===== src/rtl/bpsk_tx_scheduler.sv =====
// BPSK transmit scheduler: frames payload bytes behind a fixed preamble and
// serialises them MSB-first, one bit per SYM_CYCLES clocks, followed by a
// forced idle gap. Emits symbol/frame strobes for downstream alignment.
module bpsk_tx_scheduler #(
  parameter int unsigned SYM_CYCLES  = 1000,
  parameter logic [7:0]  PRE_PATTERN = 8'b0101_0101,
  parameter int unsigned MAX_BYTES   = 16,
  parameter int unsigned GAP_SYMS    = 4
) (
  input  logic       clk,
  input  logic       rst,
  input  logic [7:0] byte_in,
  input  logic       byte_valid,
  output logic       byte_ready,
  output logic       tx_bit,
  output logic       sym_start,
  output logic       tx_active,
  output logic       frame_start,
  output logic       frame_done
);

  localparam int unsigned SYM_W  = 16;
  localparam int unsigned BIT_W  = 3;
  localparam int unsigned BYTE_W = 8;
  localparam int unsigned GAP_W  = 8;

  localparam logic [SYM_W-1:0]  SYM_LAST = SYM_W'(SYM_CYCLES - 1);
  localparam logic [BIT_W-1:0]  BIT_LAST = BIT_W'(7);
  localparam logic [BYTE_W-1:0] BYTE_MAX = BYTE_W'(MAX_BYTES);
  localparam logic [GAP_W-1:0]  GAP_LAST = GAP_W'(GAP_SYMS - 1);

  typedef enum logic [1:0] {
    S_IDLE,
    S_PREAMBLE,
    S_PAYLOAD,
    S_GAP
  } state_t;

  state_t              state_q, state_d;
  logic [SYM_W-1:0]    sym_cnt_q, sym_cnt_d;
  logic [BIT_W-1:0]    bit_cnt_q, bit_cnt_d;
  logic [BYTE_W-1:0]   byte_cnt_q, byte_cnt_d;
  logic [GAP_W-1:0]    gap_cnt_q, gap_cnt_d;
  logic [7:0]          hold_q, hold_d;
  logic [7:0]          sh_q, sh_d;

  logic                tx_bit_d;
  logic                sym_start_d;
  logic                tx_active_d;
  logic                frame_start_d;
  logic                frame_done_d;

  logic                sym_end;
  logic                last_bit;
  logic                room_left;
  logic                sending_d;

  assign sym_end   = (sym_cnt_q == SYM_LAST);
  assign last_bit  = (bit_cnt_q == BIT_LAST);
  assign room_left = (byte_cnt_q < BYTE_MAX);

  // State register, counters, data path and registered outputs
  always_ff @(posedge clk) begin
    if (rst) begin
      state_q     <= S_IDLE;
      sym_cnt_q   <= '0;
      bit_cnt_q   <= '0;
      byte_cnt_q  <= '0;
      gap_cnt_q   <= '0;
      hold_q      <= '0;
      sh_q        <= '0;
      tx_bit      <= 1'b0;
      sym_start   <= 1'b0;
      tx_active   <= 1'b0;
      frame_start <= 1'b0;
      frame_done  <= 1'b0;
    end else begin
      state_q     <= state_d;
      sym_cnt_q   <= sym_cnt_d;
      bit_cnt_q   <= bit_cnt_d;
      byte_cnt_q  <= byte_cnt_d;
      gap_cnt_q   <= gap_cnt_d;
      hold_q      <= hold_d;
      sh_q        <= sh_d;
      tx_bit      <= tx_bit_d;
      sym_start   <= sym_start_d;
      tx_active   <= tx_active_d;
      frame_start <= frame_start_d;
      frame_done  <= frame_done_d;
    end
  end

  // Next-state, counter/shift-register updates and handshake decode
  always_comb begin
    state_d    = state_q;
    sym_cnt_d  = sym_end ? '0 : sym_cnt_q + SYM_W'(1);
    bit_cnt_d  = bit_cnt_q;
    byte_cnt_d = byte_cnt_q;
    gap_cnt_d  = gap_cnt_q;
    hold_d     = hold_q;
    sh_d       = sh_q;
    byte_ready = 1'b0;

    case (state_q)
      S_IDLE: begin
        sym_cnt_d  = '0;
        byte_ready = 1'b1;
        if (byte_valid) begin
          hold_d     = byte_in;
          sh_d       = PRE_PATTERN;
          bit_cnt_d  = '0;
          gap_cnt_d  = '0;
          byte_cnt_d = BYTE_W'(1);
          state_d    = S_PREAMBLE;
        end
      end

      S_PREAMBLE: begin
        if (sym_end) begin
          if (last_bit) begin
            sh_d      = hold_q;
            bit_cnt_d = '0;
            state_d   = S_PAYLOAD;
          end else begin
            sh_d      = {sh_q[6:0], 1'b0};
            bit_cnt_d = bit_cnt_q + BIT_W'(1);
          end
        end
      end

      S_PAYLOAD: begin
        if (sym_end) begin
          if (last_bit) begin
            // Byte boundary: chain the next byte with no idle symbol, or close
            byte_ready = room_left;
            bit_cnt_d  = '0;
            if (byte_valid && room_left) begin
              sh_d       = byte_in;
              byte_cnt_d = byte_cnt_q + BYTE_W'(1);
            end else begin
              gap_cnt_d = '0;
              state_d   = S_GAP;
            end
          end else begin
            sh_d      = {sh_q[6:0], 1'b0};
            bit_cnt_d = bit_cnt_q + BIT_W'(1);
          end
        end
      end

      S_GAP: begin
        if (sym_end) begin
          if (gap_cnt_q == GAP_LAST) begin
            sym_cnt_d = '0;
            state_d   = S_IDLE;
          end else begin
            gap_cnt_d = gap_cnt_q + GAP_W'(1);
          end
        end
      end

      default: begin
        state_d = S_IDLE;
      end
    endcase
  end

  // Output values for the coming cycle, derived from the next state
  always_comb begin
    sending_d     = (state_d == S_PREAMBLE) || (state_d == S_PAYLOAD);
    tx_bit_d      = sending_d & sh_d[7];
    sym_start_d   = sending_d && (sym_cnt_d == '0);
    tx_active_d   = (state_d != S_IDLE);
    frame_start_d = (state_q == S_IDLE) && (state_d == S_PREAMBLE);
    frame_done_d  = (state_q == S_GAP) && (state_d == S_IDLE);
  end

endmodule


===== config.mk =====
export PLATFORM = sky130hd
export DESIGN_NAME = bpsk_tx_scheduler
export DESIGN_NICKNAME = d
export VERILOG_FILES = /design/src/rtl/bpsk_tx_scheduler.sv
export SDC_FILE = /design/constraint.sdc
export NUM_CORES = 1
export LEC_CHECK = 0
export BUFFER_PORTS_ARGS = -buffer_cell sky130_fd_sc_hd__buf_2
export CAP_MARGIN = 10
export CORE_MARGIN = 2
export CORE_UTILIZATION = 25
export CTS_CLUSTER_SIZE = 40
export DETAILED_ROUTE_END_ITERATION = 8
export HOLD_SLACK_MARGIN = 0.15
export REMOVE_ABC_BUFFERS = 1
export SLEW_MARGIN = 20
export SYNTH_ARGS = -nofsm -noshare
export SYNTH_HDL_FRONTEND = slang
export SYNTH_SLANG_ARGS = --single-unit
export TNS_END_PERCENT = 5

===== constraint.sdc =====
create_clock -name clk -period 3.2 [get_ports clk]
set_clock_uncertainty 0.05 [all_clocks]
set_input_delay 0.64 -clock clk [delete_from_list [all_inputs] [get_ports clk]]
set_output_delay 0.64 -clock clk [all_outputs]
set_load 0.1 [all_outputs]

# Yosys cells after proc, flatten, opt, wreduce, memory -nomap -nowiden
# Index checks and enable logic that the tools add are counted.
[classes] reduce_logical=19 bitwise_logic=1 addsub=4 n_mux=39 eq_ne=18 magnitude_cmp=1
[ops] cell="2-to-1 mux 8 bit" count=16
[ops] cell="2-to-1 mux 16 bit" count=3
[ops] cell="case mux 8 bit (3 select lines)" count=2
[ops] cell="case mux 16 bit (2 select lines)" count=1
[ops] cell="adder 16 x 1 -> 16 bit (second input constant)" count=1
[ops] cell="adder 8 x 1 -> 8 bit (second input constant)" count=2
[ops] cell="equality test 16 x 10 -> 1 bit (second input constant)" count=1
[ops] cell="logical NOT 16 bit" count=1
[ops] cell="2-to-1 mux 2 bit" count=8
[ops] cell="inequality test 2 bit (second input constant)" count=8
[ops] cell="case mux 8 bit (2 select lines)" count=1
[ops] cell="AND reduction 5 bit" count=2
[ops] cell="2-to-1 mux 3 bit" count=3
[ops] cell="equality test 8 x 2 -> 1 bit (second input constant)" count=1
[ops] cell="less-than comparator 8 x 5 -> 1 bit (second input constant)" count=1
[ops] cell="case mux 2 bit (4 select lines)" count=1
[ops] cell="AND reduction 7 bit" count=1
[ops] cell="equality test 2 bit (second input constant)" count=3
[ops] cell="case mux 3 bit (2 select lines)" count=1
[ops] cell="nonzero test 2 bit" count=3
[ops] cell="nonzero test 3 bit" count=2
[ops] cell="equality test 2 x 1 -> 1 bit (second input constant)" count=2
[ops] cell="logical AND 1 bit" count=4
[ops] cell="logical NOT 2 bit" count=2
[ops] cell="11 further kinds" count=12
[word_totals] output_inout_bits=6 word_cells=95 input_bits=11 ff_bits=58

# Logic depth before layout (Yosys ltp)
[depth] word_depth=9 ltp_mapped=14 depth_no_buf=13

# Worst setup path before layout
# Ideal clock, no wire load.
[synth_path] kind="reg2out" start="register state_q[0]" end="output byte_ready" path_stages_with_launch=7 t_required_ns=2.510 arrival_time_ns=2.686 path_slack_ns=-0.176 cell_sequence="dfxtp_1 -> inv_1 -> ha_1 -> clkbuf_1 -> clkbuf_1 -> nand2_1 -> o21bai_1"
[synth_between] elab_chain_cells=2 elab_cells_between_ends=3 cone_classes="1 x eq/ne; 1 x mux; 1 x reduce/logical"
[synth_lines] item="start: declaration" line="39" source="state_t state_q, state_d;"
[synth_lines] item="start signal: assignment" line="78" source="state_q <= state_d;"
[synth_lines] item="equality test 2 bit or logical NOT 2 bit (tied branches)" line="104" source="case (state_q)"
[synth_lines] item="case mux 1 bit (2 select lines) *" line="104"
[synth_lines] item="end: declaration" line="14" source="output logic byte_ready,"
# Every way passes the cells marked *; elsewhere a longest branch is shown, timed or not.

# Final worst setup path
[layout_path] start="register gap_cnt_q[1]" end="register frame_start"
[layout_between] elab_chain_cells=6
[layout_lines] item="start: declaration" line="43" source="logic [GAP_W-1:0] gap_cnt_q, gap_cnt_d;"
[layout_lines] item="start signal: assignment" line="82" source="gap_cnt_q <= gap_cnt_d;"
[layout_lines] item="equality test 8 x 2 -> 1 bit" line="153" source="if (gap_cnt_q == GAP_LAST) begin"
[layout_lines] item="2-to-1 mux 2 bit" line="153"
[layout_lines] item="2-to-1 mux 2 bit" line="152" source="if (sym_end) begin"
[layout_lines] item="case mux 2 bit (4 select lines)" line="104"
[layout_lines] item="net state_d[0]" line="39"
[layout_lines] item="equality test 2 x 1 -> 1 bit" line="174" source="frame_start_d = (state_q == S_IDLE) && (state_d == S_PREAMBLE);"
[layout_lines] item="logical AND 1 bit" line="174"
[layout_lines] item="end signal: assignment" line="88" source="frame_start <= frame_start_d;"
[layout_lines] item="end: declaration" line="18" source="output logic frame_start,"
# The timed path passes the listed nets, and every way through them passes these cells.
# A chain may end at the register's enable or synchronous reset.

==> implementation parameters <==
Parameter                              Value

Routing
  Via count of the routed design ... about 2800
  Antenna Nets Post-Route ... 0
  Sum of routed wire length over all layers ... 7657 microns
  Per-cell via count in the routed design ... around 4.9
  First-pass DRT Iterations ... 4
  DRC errors left ... 0
  Highest Signal Layer ... met4
  Routed met2 length ... 3673 microns
  Routed length per placed instance ... roughly 13 microns
  Starting DRT DRC Count ... 158
  Routed length on met1 ... 3631 microns
  Wire length on met3 ... 282 microns

Placement
  Post-placement cell area ... 0.003490 sq mm
  HPWL after detailed placement ... 5345 microns
  Weighted congestion at the end of routability-driven global placement ... 0.8842
  Count of port buffers added during placement ... 16
  Pre-CTS setup slack ... -0.1336 ns

Timing
  Number of hold violations in the final report ... 0
  Unrepaired setup endpoints after global routing ... no
  Number of endpoints failing setup at the final stage ... 0
  Fin worst setup slack ... 0.1158 ns
  Fraction of the cycle the final worst path needs ... a little over nine tenths
  Minimum clock period ... roughly 3.1 ns
  Slew Limit Fails ... 0
  Worst-case headroom to the max-slew limit ... 59.86%
  Post-route setup TNS ... 0 ns
  Top achievable clock speed ... 324.2 MHz
  Worst Tran Pin Value ... 0.6022 ns

Die
  Number of top-level design ports ... 17
  Number of standard-cell rows in the floorplan ... 40
  Starting utilization of the core area ... between 20% and 30%
  Die area ... 0.01339 sq mm
  X dimension of the die ... 115.7 microns
  Height of the die ... between 100 and 150 microns
  Core region area ... 0.01211 sq mm

Logic synthesis
  Area share of the leading cell type in the synthesized netlist ... between 30 and 40%
  Most used flip-flop cell after synthesis ... sky130_fd_sc_hd__dfxtp_1
  Post-synthesis cell type with the largest combined area ... sky130_fd_sc_hd__dfxtp_1
  Post-synthesis area per instance ... 8.321 sq um
  Register bit count reported by yosys ... 58
  Count of mapped cells out of synthesis ... 375
  EDFF count, synth ... 0
  Count of yosys warnings during synthesis ... 0
  Fraction of registers with async set or reset after synthesis ... 0%
  Sequential area share after synthesis ... 37.21%
  Synth Cell Area ... 0.003120 sq mm
  Synth unique cells ... 58
  Area contributors post-synth ... sky130_fd_sc_hd__dfxtp_1 37%, sky130_fd_sc_hd__ha_1 5.6%, sky130_fd_sc_hd__nand2_1 5.1%

CTS
  Buffer cell driving the clock tree root ... sky130_fd_sc_hd__clkbuf_16
  Maximum number of buffers from clock root to sink ... 2
  Inserted Clock Buffers ... 9
  Num Clock Sinks ... 58
  Hold buffer count at CTS ... 0
  CTS tree ... built
  CTS H-tree lvls ... 3
  Latest clock arrival within the worst-skew pair ... 0.32 ns
  Register clock-pin slew on the reported worst setup and hold paths ... 0.05 ns

Setup path
  Ordered cell list for the critical path ... ha_4, or4b_4, nor4_4, buf_4, a31oi_4, a211o_1, a21oi_2, buf_4, buf_4, buf_4, buf_4, buf_4, buf_4, buf_4, buf_6, inv_2, ha_2, and3_4
  Number of cell instances on the worst register-to-register path ... 18
  Critical-path maximum fanout ... 2
  Sort of element at the start of the critical path ... flop
  Crit. End Element ... flop
  Slowest stage cell on the critical path ... sky130_fd_sc_hd__or4b_4
  Delay of the slowest cell on the worst path ... 0.46 ns
  Crit path arrival time ... around 3.2 ns
  Start-to-end type of the worst setup path ... flop to flop
  CP delay by family, top ... buffers and inverters
  Most prevalent standard cell on the critical path ... sky130_fd_sc_hd__buf_4
  Total buffers and inverters traversed by the critical path ... 10
  Worst endpoint required time ... 3.36 ns
  Levels on crit path ... 18

Global route
  Overflow left after global routing ... 0
  Pin count of the biggest net entering global routing ... 34
  Overall fraction of global-route tracks in use ... 12.08%
  Number of global-route vias before repair ... 2651
  Number of antenna violations at the first check in global routing ... 0
  First-pass GRT wire length ... about 13000 microns

Power and ir drop
  Total power divided by cell area ... 484.2 mW/mm^2
  P_leak ... 1.451 nW
  Worst ir drop on vdd ... 0.2577 mV

Finish
  Non-Filler Cell Area, Final ... ~0.004 sq mm
  Net total in the final layout ... approximately 440
  Antenna Diode Count ... 0
  Area growth syn-to-layout ... 24.82%
  # fillers ... 1300
  Most common cell after layout, fill and taps aside ... sky130_fd_sc_hd__dfxtp_1
  Multi-input gate area in the final layout ... 0.001871 sq mm
  Ratio of cells with drive above 1 in the final layout ... 21.93%
  Area taken by flip-flops and latches ... 0.001164 sq mm
  Commonest cells after routing, fill and taps aside ... 56 x sky130_fd_sc_hd__dfxtp_1, 41 x sky130_fd_sc_hd__nand2_1, 41 x sky130_fd_sc_hd__nor2_1

Status
  Status ... completed

Min path
  Worst hold path depth ... 2
  Class of the worst hold path ... flop to flop

Run
  Number of violations of the max-capacitance limit ... 0
[repair_timing]
action | in CTS | in global routing
setup buffers | 7 | 1
gates resized for setup | 10 | 7
pin swaps | 7 | 6
endpoints found under the setup margin | 1 | 3
[worst register-to-register path, cell delays in order, from the launching register on]
cell and delay, ns:
sky130_fd_sc_hd__dfxtp_2 0.35, sky130_fd_sc_hd__ha_4 0.13, sky130_fd_sc_hd__or4b_4 0.46, sky130_fd_sc_hd__nor4_4 0.15, sky130_fd_sc_hd__buf_4 0.16, sky130_fd_sc_hd__a31oi_4 0.09, sky130_fd_sc_hd__a211o_1 0.32, sky130_fd_sc_hd__a21oi_2 0.17
sky130_fd_sc_hd__buf_4 0.13, sky130_fd_sc_hd__buf_4 0.09, sky130_fd_sc_hd__buf_4 0.09, sky130_fd_sc_hd__buf_4 0.09, sky130_fd_sc_hd__buf_4 0.09, sky130_fd_sc_hd__buf_4 0.09, sky130_fd_sc_hd__buf_4 0.09, sky130_fd_sc_hd__buf_6 0.09
sky130_fd_sc_hd__inv_2 0.03, sky130_fd_sc_hd__ha_2 0.15, sky130_fd_sc_hd__and3_4 0.15
[stage by stage]
step	std cells	hold slack (ns)	power (mW)	utilization, %
finish	583	0.4045	1.886	32.16
global route	583	0.4261	1.968	32.16
CTS	582	0.4073	1.896	31.83
detailed placement	560	0.3991	0.9928	28.81
global placement	560	0.3928	0.9891	28.81
floorplan	350	0.3805	0.9167	-
[area by class of cell]
cell class | count | share of cell area [%]
well taps | 168 | 5.397
clock buffers | 12 | 6.585
flip-flops and latches | 58 | 29.87
multi-input cells | 282 | 48.02
inverters | 10 | 0.9637
clock inverters | 3 | 0.3855
repair buffers | 50 | 8.770
[sequential cells by signal (all words and copies together) (netlist names)]
name / count
sym_cnt_q: 16
byte_cnt_q: 8
gap_cnt_q: 8
hold_q: 8
sh_q: 8
bit_cnt_q: 3
state_q: 2
frame_done: 1
frame_start: 1
sym_start: 1
tx_active: 1
tx_bit: 1
[cells in the mapped netlist, drive strengths merged, types with 10 or more instances]
| master | instances |
|---|---|
| clkbuf | 16 |
| nand3 | 12 |
| dfxtp | 58 |
| o21ai | 10 |
| inv | 10 |
| a21oi | 29 |
| nor3 | 15 |
| ha | 14 |
| nor2 | 42 |
| and3 | 13 |
| xnor2 | 15 |
| nand2 | 42 |
[path summary, 6_finish.rpt]
| path | startpoint | to | slack [ns] |
|---|---|---|---|
| max reg2reg | gap_cnt_q[1] | frame_start | 0.12 |
| min reg2reg | hold_q[1] | hold_q[1] | 0.40 |
| min | hold_q[1] | hold_q[1] | 0.40 |
| max | gap_cnt_q[1] | frame_start | 0.12 |
[where the power goes]
part | leakage (nW) | internal (mW) | switching [mW]
clock | 0.138 | 0.556 | 0.315
sequential | 0.472 | 0.745 | 0.0145
combinational | 0.841 | 0.0920 | 0.162
[metal layers]
metal / vias to the layer above / global-route usage [%]
met5: - / 0
met4: 0 / 5.635
met3: 4 / 2.040
met2: 57 / 19.73
met1: 1361 / 15.59
li1: 1413 / -
[cells by family (layout without fill, tap and decap cells)]
family,Yosys count,count (layout),share of synthesized area (%)
AOI/OAI and AO/OA,87,87,18.93
DFF,58,58,37.21
adders and majority gates,14,14,5.614
and+or+nand+nor,156,156,26.14
buffers and inverters,35,75,4.932
muxes,3,3,1.002
xor gates and xnor gates,22,22,6.175
Power figures use the tool's default switching activity.
